--- config.mk ---
export PLATFORM = sky130hd
export DESIGN_NAME = i2c_reg_seq
export DESIGN_NICKNAME = d
export VERILOG_FILES = /design/src/rtl/i2c_reg_seq.sv
export SDC_FILE = /design/constraint.sdc
export NUM_CORES = 1
export LEC_CHECK = 0
export ABC_AREA = 1
export CELL_PAD_IN_SITES_DETAIL_PLACEMENT = 0
export CELL_PAD_IN_SITES_GLOBAL_PLACEMENT = 1
export CORE_ASPECT_RATIO = 0.75
export CORE_MARGIN = 3
export CORE_UTILIZATION = 37
export DETAILED_ROUTE_END_ITERATION = 6
export PLACE_DENSITY = 0.86
export SLEW_MARGIN = 5
export SYNTH_ARGS = -nofsm -noshare
export SYNTH_HDL_FRONTEND = slang
export SYNTH_SLANG_ARGS = --single-unit
--- constraint.sdc ---
create_clock -name clk -period 4.6 [get_ports clk]
set_input_delay 0.69 -clock clk [delete_from_list [all_inputs] [get_ports clk]]
set_output_delay 0.69 -clock clk [all_outputs]
set_load 0.01 [all_outputs]
--- src/rtl/i2c_reg_seq.sv ---
// i2c_reg_seq: turns single register read/write requests into the command
// sequence of a byte-level I2C master (START / WR / RD / STOP / RESTART).
//
// state    | meaning
// ---------+-----------------------------------------------------------
// ST_IDLE  | ready for a request; also the cycle that re-arms req_ready
// ST_ISSUE | step pending, waiting for m_ready before strobing it
// ST_BLANK | strobe cycle; m_ready is ignored while the master reacts
// ST_WAIT  | master working; sample ack/data, advance when m_ready=1
module i2c_reg_seq #(
  parameter bit ABORT_ON_NACK = 1'b1
) (
  input  logic       clk,
  input  logic       rst,
  input  logic       req_valid,
  output logic       req_ready,
  input  logic       req_rw,
  input  logic [6:0] req_dev,
  input  logic [7:0] req_reg,
  input  logic [7:0] req_wdata,
  output logic       rsp_valid,
  output logic [7:0] rsp_rdata,
  output logic       rsp_nack,
  output logic       busy,
  output logic [2:0] m_cmd,
  output logic [7:0] m_din,
  output logic       m_wr_i2c,
  input  logic       m_ready,
  input  logic       m_done_tick,
  input  logic       m_ack,
  input  logic [7:0] m_dout
);

  localparam logic [2:0] CMD_START   = 3'b000;
  localparam logic [2:0] CMD_WR      = 3'b001;
  localparam logic [2:0] CMD_RD      = 3'b010;
  localparam logic [2:0] CMD_STOP    = 3'b011;
  localparam logic [2:0] CMD_RESTART = 3'b100;

  typedef enum logic [1:0] {ST_IDLE, ST_ISSUE, ST_BLANK, ST_WAIT} state_t;

  // One entry per bus step; the write path skips SP_RESTART..SP_RD.
  typedef enum logic [2:0] {
    SP_START, SP_WDEV, SP_WREG, SP_WDATA, SP_RESTART, SP_WDEVR, SP_RD, SP_STOP
  } step_t;

  state_t     state_q;
  step_t      step_q;
  step_t      step_nxt;
  logic       rw_q;
  logic [6:0] dev_q;
  logic [7:0] reg_q;
  logic [7:0] wdata_q;
  logic       nack_q;
  logic       step_is_wr;
  logic       byte_nack;
  logic       nack_now;

  function automatic logic [2:0] cmd_of(input step_t s);
    case (s)
      SP_START:   cmd_of = CMD_START;
      SP_RESTART: cmd_of = CMD_RESTART;
      SP_RD:      cmd_of = CMD_RD;
      SP_STOP:    cmd_of = CMD_STOP;
      default:    cmd_of = CMD_WR;
    endcase
  endfunction

  // Address bytes carry the R/W bit in the LSB; RD's din of 8'h01 tells the
  // master to NACK the single byte it reads.
  function automatic logic [7:0] din_of(input step_t s, input logic [6:0] dev,
                                        input logic [7:0] rg, input logic [7:0] wd);
    case (s)
      SP_WDEV:  din_of = {dev, 1'b0};
      SP_WREG:  din_of = rg;
      SP_WDATA: din_of = wd;
      SP_WDEVR: din_of = {dev, 1'b1};
      SP_RD:    din_of = 8'h01;
      default:  din_of = 8'h00;
    endcase
  endfunction

  // NACK seen this cycle is folded in so an ack and m_ready arriving together
  // still steer the abort decision.
  always_comb begin
    step_is_wr = (step_q == SP_WDEV) || (step_q == SP_WREG) ||
                 (step_q == SP_WDATA) || (step_q == SP_WDEVR);
    byte_nack  = (state_q == ST_WAIT) && m_done_tick && step_is_wr && m_ack;
    nack_now   = nack_q | byte_nack;
  end

  // Step successor, with the abort shortcut to STOP after a NACKed write byte.
  always_comb begin
    step_nxt = SP_STOP;
    case (step_q)
      SP_START:   step_nxt = SP_WDEV;
      SP_WDEV:    step_nxt = SP_WREG;
      SP_WREG:    step_nxt = rw_q ? SP_RESTART : SP_WDATA;
      SP_WDATA:   step_nxt = SP_STOP;
      SP_RESTART: step_nxt = SP_WDEVR;
      SP_WDEVR:   step_nxt = SP_RD;
      SP_RD:      step_nxt = SP_STOP;
      default:    step_nxt = SP_STOP;
    endcase
    if (ABORT_ON_NACK && step_is_wr && nack_now) step_nxt = SP_STOP;
  end

  assign busy = ~req_ready;

  // Sequencer FSM; all outputs registered.
  always_ff @(posedge clk) begin
    if (rst) begin
      state_q   <= ST_IDLE;
      step_q    <= SP_START;
      rw_q      <= 1'b0;
      dev_q     <= 7'h00;
      reg_q     <= 8'h00;
      wdata_q   <= 8'h00;
      nack_q    <= 1'b0;
      req_ready <= 1'b1;
      rsp_valid <= 1'b0;
      rsp_rdata <= 8'h00;
      rsp_nack  <= 1'b0;
      m_wr_i2c  <= 1'b0;
      m_cmd     <= CMD_START;
      m_din     <= 8'h00;
    end else begin
      m_wr_i2c  <= 1'b0;
      rsp_valid <= 1'b0;
      case (state_q)
        ST_IDLE: begin
          if (!req_ready) begin
            req_ready <= 1'b1;
          end else if (req_valid) begin
            rw_q      <= req_rw;
            dev_q     <= req_dev;
            reg_q     <= req_reg;
            wdata_q   <= req_wdata;
            nack_q    <= 1'b0;
            rsp_rdata <= 8'h00;
            rsp_nack  <= 1'b0;
            req_ready <= 1'b0;
            step_q    <= SP_START;
            if (m_ready) begin
              m_wr_i2c <= 1'b1;
              m_cmd    <= CMD_START;
              m_din    <= 8'h00;
              state_q  <= ST_BLANK;
            end else begin
              state_q  <= ST_ISSUE;
            end
          end
        end
        ST_ISSUE: begin
          if (m_ready) begin
            m_wr_i2c <= 1'b1;
            m_cmd    <= cmd_of(step_q);
            m_din    <= din_of(step_q, dev_q, reg_q, wdata_q);
            state_q  <= ST_BLANK;
          end
        end
        ST_BLANK: begin
          state_q <= ST_WAIT;
        end
        ST_WAIT: begin
          nack_q <= nack_now;
          if (m_done_tick && (step_q == SP_RD)) rsp_rdata <= m_dout;
          if (m_ready) begin
            if (step_q == SP_STOP) begin
              rsp_valid <= 1'b1;
              rsp_nack  <= nack_now;
              state_q   <= ST_IDLE;
            end else begin
              step_q   <= step_nxt;
              m_wr_i2c <= 1'b1;
              m_cmd    <= cmd_of(step_nxt);
              m_din    <= din_of(step_nxt, dev_q, reg_q, wdata_q);
              state_q  <= ST_BLANK;
            end
          end
        end
        default: state_q <= ST_IDLE;
      endcase
    end
  end

endmodule

== Word-level counts from Yosys, hierarchy flattened ==
Index checks and enable logic that the tools add are counted.
Operators by class
  bitwise operators: 4
  reductions and logical operators: 21
  multiplexer cells: 52
  equality and inequality tests: 25
Operator list (number)
  8-bit one-hot mux with 5 select lines: 2
  8-bit two-way mux: 9
  3-bit two-way mux: 12
  3-bit equality test (second input constant): 8
  3-bit one-hot mux with 4 select lines: 2
  8-bit one-hot mux with 3 select lines: 1
  8-bit one-hot mux with 2 select lines: 1
  3-bit one-hot mux with 5 select lines: 1
  3-bit by 2-bit equality test with 1-bit output (second input constant): 4
  1-bit two-way mux: 12
  2-bit two-way mux: 6
  2-bit inequality test (second input constant): 6
  5-bit AND reduction: 2
  3-bit one-hot mux with 3 select lines: 1
  2-bit one-hot mux with 4 select lines: 1
  4-bit AND reduction: 2
  7-bit AND reduction: 1
  3-bit by 1-bit equality test with 1-bit output (second input constant): 2
  3-bit logical NOT: 2
  3-bit one-hot mux with 2 select lines: 1
  3-bit AND reduction: 2
  1-bit logical AND: 5
  2-bit equality test (second input constant): 2
  2-bit by 1-bit inequality test with 1-bit output (second input constant): 2
  other kinds (10): 15
Storage, ports and cells
  bits of input ports: 38
  word-level logic and storage cells: 116
  register bits after elaboration: 53
  output and inout bits: 24

== Depth between registers and ports, before layout ==
Gate-level depths: netlist of run 1.
  depth in word-level cells: 14
  mapped depth: 13
  mapped depth without buffers: 13

== Worst setup path after synthesis of run 1 ==
No wires, ideal clock.
  path type: input to register
  start: in m_done_tick
  end: reg m_din[0]
  buffers on the path: 0
  required time: 4.531 ns
  cell stages on the path: 11
  arrival time: 1.676 ns
  library setup time: 0.069 ns
  setup slack: 2.855 ns
  cells stage by stage: nand3_1 -> nor2_1 -> o21bai_4 -> nand3_4 -> nor2_8 -> nand2_1 -> nand3_1 -> nand2_1 -> nand2_1 -> nand2_1 -> a21oi_2
Between the ends
  cells in the longest elaborated chain, start to end: 11
  elaborated cells on any way between the ends: 15
  classes of those cells: eq/ne (5); mux (5); bitwise (1); reduce/logical (4)
Ends and longest elaborated chain
  from (decl): RTL line 29  | input logic m_done_tick,
  1-bit logical AND * (3 in a row): RTL line 88  | byte_nack = (state_q == ST_WAIT) && m_done_tick && step_is_wr && m_ack;
  1-bit OR *: RTL line 89  | nack_now = nack_q | byte_nack;
  1-bit logical AND *: RTL line 105  | if (ABORT_ON_NACK && step_is_wr && nack_now) step_nxt = SP_STOP;
  3-bit two-way mux *: RTL line 105
  3-bit equality test, or another cell as far along: RTL line 73  | case (s)
  8-bit one-hot mux with 5 select lines *: RTL line 73
  8-bit two-way mux *: RTL line 169  | if (step_q == SP_STOP) begin
  8-bit two-way mux *: RTL line 168  | if (m_ready) begin
  8-bit one-hot mux with 3 select lines *: RTL line 130  | case (state_q)
  to (signal assigned): RTL line 158  | m_din <= din_of(step_q, dev_q, reg_q, wdata_q);
  to (signal assigned): RTL line 177  | m_din <= din_of(step_nxt, dev_q, reg_q, wdata_q);
  to (decl): RTL line 26  | output logic [7:0] m_din,
Every way passes the cells marked *; elsewhere a longest branch is shown, timed or not. The select of a mux whose other input is x is not followed.
A chain may end at the register's enable or synchronous reset.

== Final worst setup path of run 1 ==
  start: in req_valid
  end: reg rsp_rdata[6]
Between the ends
  cells in the longest elaborated chain, start to end: 2
Ends and longest elaborated chain
  from (decl): RTL line 15  | input logic req_valid,
  2-bit inequality test (no line)
  4-bit AND reduction (no line)
  to (signal assigned): RTL line 167  | if (m_done_tick && (step_q == SP_RD)) rsp_rdata <= m_dout;
  to (decl): RTL line 22  | output logic [7:0] rsp_rdata,
No other way between the ends.

==> results of run 1 <==
-- Yosys cell counts, drive strengths merged --
library cell	number
inv	27
a21oi	29
dfxtp	53
o21bai	1
nand2	107
o211ai	1
nand3	35
o21ai	37
nor2	65
o22ai	1
nor3	3
clkbuf	9
a31oi	3
buf	4
o2111ai	1
-- metal layers --
| metal | part of all wire | track usage | vias to the layer above |
|---|---|---|---|
| li1 | - | - | 1328 |
| met1 | 0.50 | 0.256 | 1154 |
| met5 | 0 | 0 | - |
| met2 | 0.42 | 0.264 | 88 |
| met3 | 0.066 | 0.0368 | 11 |
| met4 | 0.015 | 0.0611 | 0 |
-- placed cells by master, fill, tap and decap left out, drive strengths merged --
master         netlist  layout
o22ai                1       1
clkinv               0       2
a31oi                3       3
nand3               35      35
o211ai               1       1
nand2              107     107
dfxtp               53      53
clkbuf               9       6
nor2                65      65
nor3                 3       3
o21ai               37      37
o21bai               1       1
clkdlybuf4s50        0      61
a21oi               29      29
buf                  4       2
o2111ai              1       1
inv                 27      27
-- where the power goes --
part	internal (mW)	total, mW	switching [mW]
Clock	0.122	0.281	0.159
Combinational	0.0893	0.219	0.129
Sequential	0.497	0.528	0.0302
Total	0.709	1.03	0.318
-- layout make-up --
cell class | instances | area (sq um) | share of cell area
timing repair buffer | 63 | 626 | 0.189
multi-input combinational | 283 | 1320 | 0.399
clock buffer | 6 | 82.6 | 0.0250
inverter | 27 | 101 | 0.0307
clock inverter | 2 | 13.8 | 0.00417
tap | 81 | 101 | 0.0307
sequential | 53 | 1060 | 0.321
-- registers in the layout (all words and copies together) (netlist names), 2 cells and up --
signal     cells
reg_q          8
m_cmd          3
wdata_q        8
state_q        2
step_q         3
dev_q          7
rsp_rdata      8
m_din          8
-- logic make-up after synthesis --
kind of cell | share of synthesized area
flops | 0.419
compound gates | 0.164
buf+inv | 0.0622
simple gates | 0.355
-- per-stage QoR --
stage | area [sq um] | hold slack, ps | power (mW) | worst slack (ps) | cells
after CTS | 3300 | 475 | 1.04 | 2310 | 515
after global routing | 3300 | 501 | 1.09 | 2050 | 515
after global placement | 3210 | 454 | 0.753 | 2080 | 507
after detailed placement | 3210 | 461 | 0.755 | 1990 | 507
final | 3300 | 475 | 1.03 | 2310 | 515
after floorplan | 2530 | 469 | 0.664 | 2850 | 376
-- worst max path at each step --
stage                         endpoint  slack, ps  depth (start not counted)
after detailed placement  rsp_rdata[6]       1990                          9
after floorplan               m_din[0]       2850                         11
after global placement    rsp_rdata[1]       2080                          9
final                     rsp_rdata[6]       2310                          9
after global routing          m_din[2]       2050                          9
after CTS                 rsp_rdata[6]       2310                          9
-- worst register-to-register path: stages, from the launching register on --
cell and delay, ps:
dfxtp_1 440, nand2_1 150, inv_2 350, nand2_1 140, o21ai_0 90, nand2_1 80
nor2_2 350, inv_1 280, a21oi_1 190, a21oi_1 90
==> impl_summary.txt, run 1 <==
----------------------------------------------------
[Die]
  Die width ... between 100 and 150 um
  Starting Density ... 0.391
  Full die area ... just under 0.008 sq mm
  Area inside the core boundary ... between 0.006 and 0.007 sq mm
  Number of rows created at floorplan ... 25
  Die height ... between 70 and 80 um
  Number of I/O pins ... 62

[Yosys]
  Cell type with the largest total area after synthesis ... dfxtp_1
  Post-synth net total ... 414
  Number of instances in the synthesized netlist ... 376
  Sequential cell area fraction in the yosys report ... 0.419
  Unique cell type count in the Yosys netlist ... 26
  Warning count from the yosys run ... 0
  Synthesized area per cell ... between 6 and 7 sq um
  Most area-consuming cells after synthesis ... dfxtp_1 (42%), nand2_1 (15%), nor2_1 (9.0%)
  Top-area cell type share of the netlist area ... 0.419
  Register bit total from synthesis ... 53
  Combined area of all synthesized cells ... between 0.002 and 0.003 sq mm

[Global routing]
  Wire length of the first global-routing pass ... roughly 11000 um
  GRT Overall Usage ... 0.179
  Number of antenna violations at the first check in global routing ... 0
  Maximum number of pins on one net before global-route repair ... 33
  Leftover overflow at the end of global routing ... 0
  Vias in the first global route ... roughly 2400

[Detailed routing]
  Number of vias in the routed layout ... ~2600
  Remaining antenna violation count after routing ... 0
  Number of detailed-route iterations in the first pass ... 5
  Final routed wire length divided by cell count ... approximately 13 um
  Total DRC errors in the routed layout ... 0
  First-iteration detailed-routing DRC count ... ~120
  Detailed-route vias per instance ... roughly 5.0
  Total Wirelength ... 6860 um

[Worst setup path]
  Worst path cell trace ... clkdlybuf4s50_1 -> nand2_1 -> nor2_1 -> buf_4 -> inv_2 -> o21ai_2 -> inv_2 -> nand2_1 -> a21oi_1
  Critical path peak fanout ... 27
  Flop2flop setup slack ... 2340 ps
  Worst Setup End Kind ... flip-flop
  Source of the critical timing path ... req_valid
  Reg2reg end ... m_din[2]
  Critical path startpoint category ... input pin
  Critical path buffer and inverter count ... 4
  Standard cell with the maximum stage delay on the critical path ... clkdlybuf4s50_1
  Largest stage delay on the critical path ... a little over 400 ps
  Category of the most critical setup path ... in2reg
  Critical path's top delay family ... buffers and inverters
  Number of cells on the worst reg-to-reg path ... 9
  Critical path required time ... slightly below 5000 ps
  Arrival time at the worst endpoint ... between 2000 and 3000 ps
  Reg-to-reg startpoint ... state_q[1]

[STA]
  Achievable frequency ... 437 MHz
  Worst Max-Slew Pin Slew ... between 800 and 900 ps
  Rel. slew slack ... 0.452
  Slew Viols, Final ... 0
  Final sum of negative setup slack ... 0 ps
  Post-route clock skew ... 9.99 ps
  Hold violation count in the final report ... 0
  Final-report setup violation count ... 0
  Final min period ... 2290 ps
  Unrepaired setup endpoints after global routing ... false
  Final Cycle Share ... 0.498

[Pwr]
  Worst IR drop on VDD ... between 0.1 and 0.15 mV
  Power density over the cells ... 311 mW/mm^2
  Static leakage power ... ~1.3 nW

[Placed design]
  Port Buffers ... between 60 and 70
  Placer Congestion ... 0.914
  Estimated wirelength of the detail-placed design ... about 5000 um

[Finish]
  Count of inserted antenna diode cells ... 0
  Fraction of final layout cells with drive strength greater than 1 ... 0.0829
  Number of nets in the finished design ... 471
  Final Util ... 0.510
  Filler cells ... 652
  Area Overhead vs Synth ... 30.3%

[Worst hold path]
  Startpoint of the tightest hold check path ... rsp_rdata[0]
  Hold Path Stages ... 2
  Worst min-delay path category ... reg2reg
  Hold endpoint ... rsp_rdata[0]

[Job]
  Number of maximum-capacitance constraint violations ... 0

[CTS]
  Number of H-tree levels ... 2
  Maximum buffer depth of the clock tree ... 2
  Clock transition at the registers of the reported paths ... roughly 100 ps
  Clock sink total ... 53
  TritonCTS clock tree ... yes
  TritonCTS buffer count ... 5
  Clk Latency, worst-skew pair ... slightly above 300 ps
  CTS resizes ... 0
  Number of setup buffers added after CTS ... 0
  Root Driver ... clkbuf_8
  CTS Hold Buffers Added ... 0

[Outcome]
  Result of the run ... complete, no violations

----------------------------------------------------
No activity file was read; power rests on OpenSTA's default activity.
==> inputs of run 2 (changes only) <==
Settings changed: CORE_UTILIZATION 37 to 31, PLACE_DENSITY 0.86 to 0.77.
Clock period 4.6 ns to 1.85 ns, I/O delays scaled along.
==> run 2 against run 1 <==
  * Via count is 3.3% higher
  * Sequential power is 150% higher
  * Clock-buffer cell count down 1
  * Register-to-register slack worse by 2100 ps
  * Final cell count increased by 6.6%
  * Critical endpoint is now m_din[5]
==> impl_summary.txt, run 2 (synthesis gave the netlist of run 1 again) <==
----------------------------------------------------
[Outcome]
  Result of the run ... complete, no violations

[Die]
  Area inside the core boundary ... 0.00763 sq mm (+18%)
  Number of I/O pins ... 62 (unchanged)
  Full die area ... 0.00931 sq mm (+18%)
  Starting Density ... 0.332 (-0.0595)
  Number of rows created at floorplan ... 27 (+8.0%)
  Die height ... 84.3 um (+8.5%)
  Die width ... 110 um (+8.7%)

[CTS]
  Clock transition at the registers of the reported paths ... 100 ps (about the same)
  Number of H-tree levels ... 2 (unchanged)
  Clock sink total ... 53 (unchanged)
  TritonCTS buffer count ... 5 (unchanged)
  TritonCTS clock tree ... yes
  Clk Latency, worst-skew pair ... 310 ps (about the same)
  Maximum buffer depth of the clock tree ... 2 (unchanged)
  Root Driver ... clkbuf_8
  CTS Hold Buffers Added ... 0 (unchanged)

[Global routing]
  Leftover overflow at the end of global routing ... 0 (unchanged)
  Wire length of the first global-routing pass ... 11900 um (+5.1%)
  Maximum number of pins on one net before global-route repair ... 33 (unchanged)
  Number of antenna violations at the first check in global routing ... 0 (unchanged)
  Vias in the first global route ... 2479 (+3.9%)
  GRT Overall Usage ... 0.155 (-0.0235)

[Detailed routing]
  Number of detailed-route iterations in the first pass ... 5 (unchanged)
  Total DRC errors in the routed layout ... 0 (unchanged)
  Final routed wire length divided by cell count ... 12.9 um (-3.0%)
  Remaining antenna violation count after routing ... 0 (unchanged)
  Detailed-route vias per instance ... 4.85 (-3.1%)
  Total Wirelength ... 7100 um (+3.4%)
  First-iteration detailed-routing DRC count ... 116 (+0.87%)
  Number of vias in the routed layout ... 2665 (+3.3%)

[Worst setup path]
  Arrival time at the worst endpoint ... 1910 ps (-630 ps)
  Worst path cell trace ... inv_2 -> nand3_2 -> inv_4 -> nand2_2 -> nand2_2 -> nand2_4 -> nor2_8 -> nand2_1 -> nand3_1 -> nand2_1 -> nand2_1 -> nand2_1 -> a21oi_2
  Top cell by count, worst path ... nand2_1
  Largest stage delay on the critical path ... 360 ps (-50 ps)
  Critical path peak fanout ... 9 (-67%)
  Category of the most critical setup path ... reg2reg
  Worst Setup End Kind ... flip-flop
  Standard cell with the maximum stage delay on the critical path ... dfxtp_2
  Critical path startpoint category ... flip-flop
  Critical path required time ... 2110 ps (-2740 ps)

[Finish]
  Area Overhead vs Synth ... 36.7%
  Most common cell after layout, fill and taps aside ... nand2_1
  Count of inserted antenna diode cells ... 0 (unchanged)
  Highest-count cells in the layout ignoring fill and taps ... nand2_1 (102), nor2_1 (61), clkdlybuf4s50_1 (61), dfxtp_1 (50), o21ai_0 (35)
  Fraction of final layout cells with drive strength greater than 1 ... 0.123 (+0.0398)
  Final Util ... 0.454 (-0.0560)
  Non-Filler Cell Area, Final ... 0.00347 sq mm (+5.0%)
  Number of nets in the finished design ... 485 (+3.0%)

[Job]
  Number of maximum-capacitance constraint violations ... 0 (unchanged)

[STA]
  Hold violation count in the final report ... 0 (unchanged)
  Final Cycle Share ... 0.895
  Final min period ... ~1700 ps
  Unrepaired setup endpoints after global routing ... false
  Post-route clock skew ... 5.29 ps (-4.70 ps)
  Final-report setup violation count ... 0 (unchanged)
  Slew Viols, Final ... 0 (unchanged)
  Worst Max-Slew Pin Slew ... 353 ps (-466 ps)
  Achievable frequency ... slightly above 600 MHz
  Worst hold margin ... 472 ps (-3.21 ps)
  Final sum of negative setup slack ... 0 ps (unchanged)
  Rel. slew slack ... 0.762 (+0.310)
  Setup ws final ... 194 ps (-2120 ps)

[Pwr]
  Design internal power ... 1.90 mW (+170%)
  Sequential fraction of design power ... 0.485 (-0.028)
  Switching power share of the total ... 0.299 (-0.0113)
  Static leakage power ... 1.41 nW (+5.2%)
  Switching power summed over all nets ... 0.810 mW (+150%)
  Worst IR drop on VDD ... 0.332 mV (+130%)
  Clock share of power ... 0.297 (+0.023)
  Combinational cell fraction of total power ... 0.218 (+0.005)
  Power density over the cells ... 783 mW/mm^2 (+150%)

[Placed design]
  Minimum setup slack after placement ... -103 ps (-2090 ps)
  Estimated wirelength of the detail-placed design ... 5220 um (+4.9%)
  Port Buffers ... 61 (unchanged)
  Instance area at placement ... 0.00332 sq mm (+3.6%)
  Placer Congestion ... 0.867 (-5.2%)

[Worst hold path]
  Worst min-delay path category ... reg2reg

----------------------------------------------------
==> run 2: critical path: cells and delay by family (launching register included) <==
family	cells	cell delay [ps]
AND/OR/NAND/NOR	10	900
AO/OA/AOI/OAI	1	100
buffers and inverters	2	240
flip-flops	1	360
==> run 2: routing by layer <==
layer | global-route usage | vias to the layer above | part of all wire
met5 | 0 | - | 0
met4 | 0.0414 | 0 | 0.011
met3 | 0.0303 | 10 | 0.046
met2 | 0.235 | 66 | 0.42
met1 | 0.226 | 1234 | 0.52
li1 | - | 1355 | -
==> run 2: path summary, 6_finish.rpt <==
kind | from | end | slack (ps) | depth (start not counted)
worst max-delay path | step_q[0] | m_din[5] | 190 | 13
worst max register to register | step_q[0] | m_din[5] | 190 | 13
worst min-delay path | m_cmd[1] | m_cmd[1] | 470 | 2
worst min register to register | m_cmd[1] | m_cmd[1] | 470 | 2
==> run 2: power by group through the flow <==
stage	registers (mW)	logic, mW	clock network (mW)
2_1_floorplan	1.32	0.328	0
3_3_place_gp	1.34	0.578	0
3_5_place_dp	1.34	0.579	0
4_1_cts	1.31	0.582	0.836
5_1_grt	1.33	0.668	0.877
6_report	1.31	0.592	0.806
==> run 2: cell type report <==
type | count | area (sq um)
fillers | 823 | 4170
multi-input cells | 283 | 1320
flip-flops and latches | 53 | 1060
repair buffers | 77 | 731
well taps | 101 | 126
inverters | 27 | 108
clock buffers | 5 | 68.8
clock inverters | 3 | 46.3
==> run 2: timing repair <==
action                     CTS  global route
buffers inserted             0             2
setup endpoints to repair    0             8
gates resized for setup      0             7
==> run 2: through the flow <==
stage | instances | total power, mW
3_3_place_gp | 539 | 1.92
6_report | 549 | 2.71
4_1_cts | 547 | 2.73
3_5_place_dp | 539 | 1.92
5_1_grt | 549 | 2.87
2_1_floorplan | 376 | 1.65
==> inputs of run 3 (changes only) <==
Settings changed: CTS_CLUSTER_SIZE from default to 25, PLACE_DENSITY 0.77 to default, PLACE_DENSITY_LB_ADDON from default to 0.1.
==> run 3 against run 2 <==
  * Non-clock buffer count up 6
  * Sequential cell count stayed put
  * Global-route usage is 1.8 points higher
  * Via count barely moved
  * Setup slack worse by 30 ps
  * Sequential power about the same
  * Critical endpoint is now m_din[3]
  * Sequential share of layout area is 0.24 points lower
  * Critical path type unchanged
  * Core utilization grew 0.46 points
  * Largest power group unchanged
==> impl_summary.txt, run 3 (synthesis gave the netlist of run 1 again) <==
----------------------------------------------------
[Outcome]
  Result of the run ... complete, no violations

[STA]
  Final Cycle Share ... 0.912 (+0.0164)
  Post-route clock skew ... 4.86 ps (-0.435 ps)
  Final min period ... 1690 ps (+30.3 ps)
  Achievable frequency ... 593 MHz (-1.8%)
  Hold violation count in the final report ... 0 (unchanged)
  Final-report setup violation count ... 0 (unchanged)
  Rel. slew slack ... 0.745 (-0.0172)
  Slew Viols, Final ... 0 (unchanged)
  Worst Max-Slew Pin Slew ... 378 ps (+25.5 ps)
  Unrepaired setup endpoints after global routing ... false
  Worst hold margin ... 472 ps (+0.350 ps)

[Pwr]
  Worst IR drop on VDD ... 0.330 mV (-0.71%)
  Total power after layout ... 2.77 mW (+2.1%)
  Power density over the cells ... 791 mW/mm^2 (+1.1%)
  Static leakage power ... 1.44 nW (+2.3%)

[Detailed routing]
  Number of vias in the routed layout ... 2667 (+0.075%)
  Remaining antenna violation count after routing ... 0 (unchanged)
  Detailed-route vias per instance ... 4.81 (-1.0%)
  Total DRC errors in the routed layout ... 0 (unchanged)
  Number of detailed-route iterations in the first pass ... 4 (-1)
  Total Wirelength ... 8170 um (+15%)
  Final routed wire length divided by cell count ... 14.7 um (+14%)
  First-iteration detailed-routing DRC count ... 112 (-3.4%)

[Placed design]
  Estimated wirelength of the detail-placed design ... 5750 um (+10%)
  Placer Congestion ... 0.856 (-1.3%)
  Instance area at placement ... 0.00334 sq mm (+0.68%)
  Port Buffers ... 61 (unchanged)
  Inst Count DP ... 542 (+0.56%)

[CTS]
  Number of H-tree levels ... 2 (unchanged)
  TritonCTS buffer count ... 5 (unchanged)
  TritonCTS clock tree ... yes
  Clock transition at the registers of the reported paths ... 100 ps (about the same)
  Maximum buffer depth of the clock tree ... 2 (unchanged)
  Clock sink total ... 53 (unchanged)
  Root Driver ... clkbuf_8
  Clk Latency, worst-skew pair ... 310 ps (about the same)
  CTS Hold Buffers Added ... 0 (unchanged)

[Worst hold path]
  Startpoint of the tightest hold check path ... rsp_rdata[0]
  Hold Path Stages ... 2 (unchanged)
  Worst min-delay path category ... reg2reg
  Hold endpoint ... rsp_rdata[0]

[Finish]
  Non-Filler Cell Area, Final ... 0.00350 sq mm (+1.0%)
  Number of nets in the finished design ... 491 (+1.2%)
  Non-filler cells in the finished layout ... 555 (+1.1%)
  Count of inserted antenna diode cells ... 0 (unchanged)
  Highest-count cells in the layout ignoring fill and taps ... nand2_1 (102), nor2_1 (61), clkdlybuf4s50_1 (61), dfxtp_1 (48), o21ai_0 (35)
  Most common cell after layout, fill and taps aside ... nand2_1
  Fraction of final layout cells with drive strength greater than 1 ... 0.137 (+0.0138)
  Area Overhead vs Synth ... 38.1%
  Filler cells ... 806 (-2.1%)

[Worst setup path]
  Category of the most critical setup path ... reg2reg
  Flop2flop setup slack ... 160 ps (-30 ps)
  Reg-to-reg startpoint ... step_q[1]
  Critical path peak fanout ... 6 (-3)
  Reg2reg end ... m_din[3]
  Critical path startpoint category ... flip-flop
  Number of cells on the worst reg-to-reg path ... 12 (-1)
  Source of the critical timing path ... step_q[1]
  Critical path required time ... 2100 ps (about the same)
  Arrival time at the worst endpoint ... 1940 ps (+30 ps)
  Worst Setup End Kind ... flip-flop

[Die]
  Number of rows created at floorplan ... 27 (unchanged)
  Die height ... 84.3 um (unchanged)
  Full die area ... 0.00931 sq mm (unchanged)
  Die width ... 110 um (unchanged)
  Area inside the core boundary ... 0.00763 sq mm (unchanged)
  Starting Density ... 0.332 (unchanged)
  Number of I/O pins ... 62 (unchanged)

[Global routing]
  Wire length of the first global-routing pass ... 13200 um (+10%)
  Leftover overflow at the end of global routing ... 0 (unchanged)
  Vias in the first global route ... 2511 (+1.3%)
  Maximum number of pins on one net before global-route repair ... 27 (-18%)
  Number of antenna violations at the first check in global routing ... 0 (unchanged)
  GRT Overall Usage ... 0.173 (+0.0183)

[Job]
  Number of maximum-capacitance constraint violations ... 0 (unchanged)

----------------------------------------------------
-- run 3: worst max path at each step --
stage / end / cells past startpoint
after floorplan: m_din[0] / 12
after global placement: m_din[3] / 12
after detailed placement: m_din[5] / 12
after CTS: m_din[2] / 9
after global routing: m_din[1] / 11
final: m_din[3] / 12
-- run 3: layout make-up --
type                       instances  area [sq um]  area share
clock buffer                       5          68.8      0.0197
clock inverter                     3          43.8      0.0125
inverter                          27           105      0.0300
multi-input combinational        283          1320       0.376
sequential                        53          1070       0.305
tap                              101           126      0.0361
timing repair buffer              83           773       0.221
-- run 3: critical path: stages (launching register included) --
cell      delay [ps]
dfxtp_2          360
inv_1            130
nand2_2          120
nand2_2           90
o21bai_4         170
nand2_1          140
inv_2            140
nand3_1          120
nand3_1          110
nand2_1           50
nand2_1           60
nand2_1           50
a21oi_2          110
-- run 3: per-stage QoR --
stage	util	setup WS, ps	TNS (ps)
floorplan	-	392	0
global route	0.459	0.553	0
CTS	0.453	125	0
detailed placement	0.438	-96.6	-450
finish	0.459	163	0
global placement	0.438	-68.1	-188
-- run 3: what timing repair did --
action,in CTS,in global routing
buffers inserted,0,5
gates resized for setup,0,6
setup endpoints to repair,0,10
-- run 3: metal layers --
layer	share of wire	global-route usage	vias up
met5	0	0	-
met4	0.0080	0.0268	0
met3	0.067	0.0346	8
met2	0.42	0.259	82
met1	0.51	0.261	1199
li1	-	-	1378
-- run 3: report_power, final --
part | switching (mW) | internal, mW | total (mW)
Sequential | 0.0782 | 1.24 | 1.32
Clock | 0.416 | 0.407 | 0.822
Combinational | 0.358 | 0.271 | 0.630
Total | 0.852 | 1.92 | 2.77
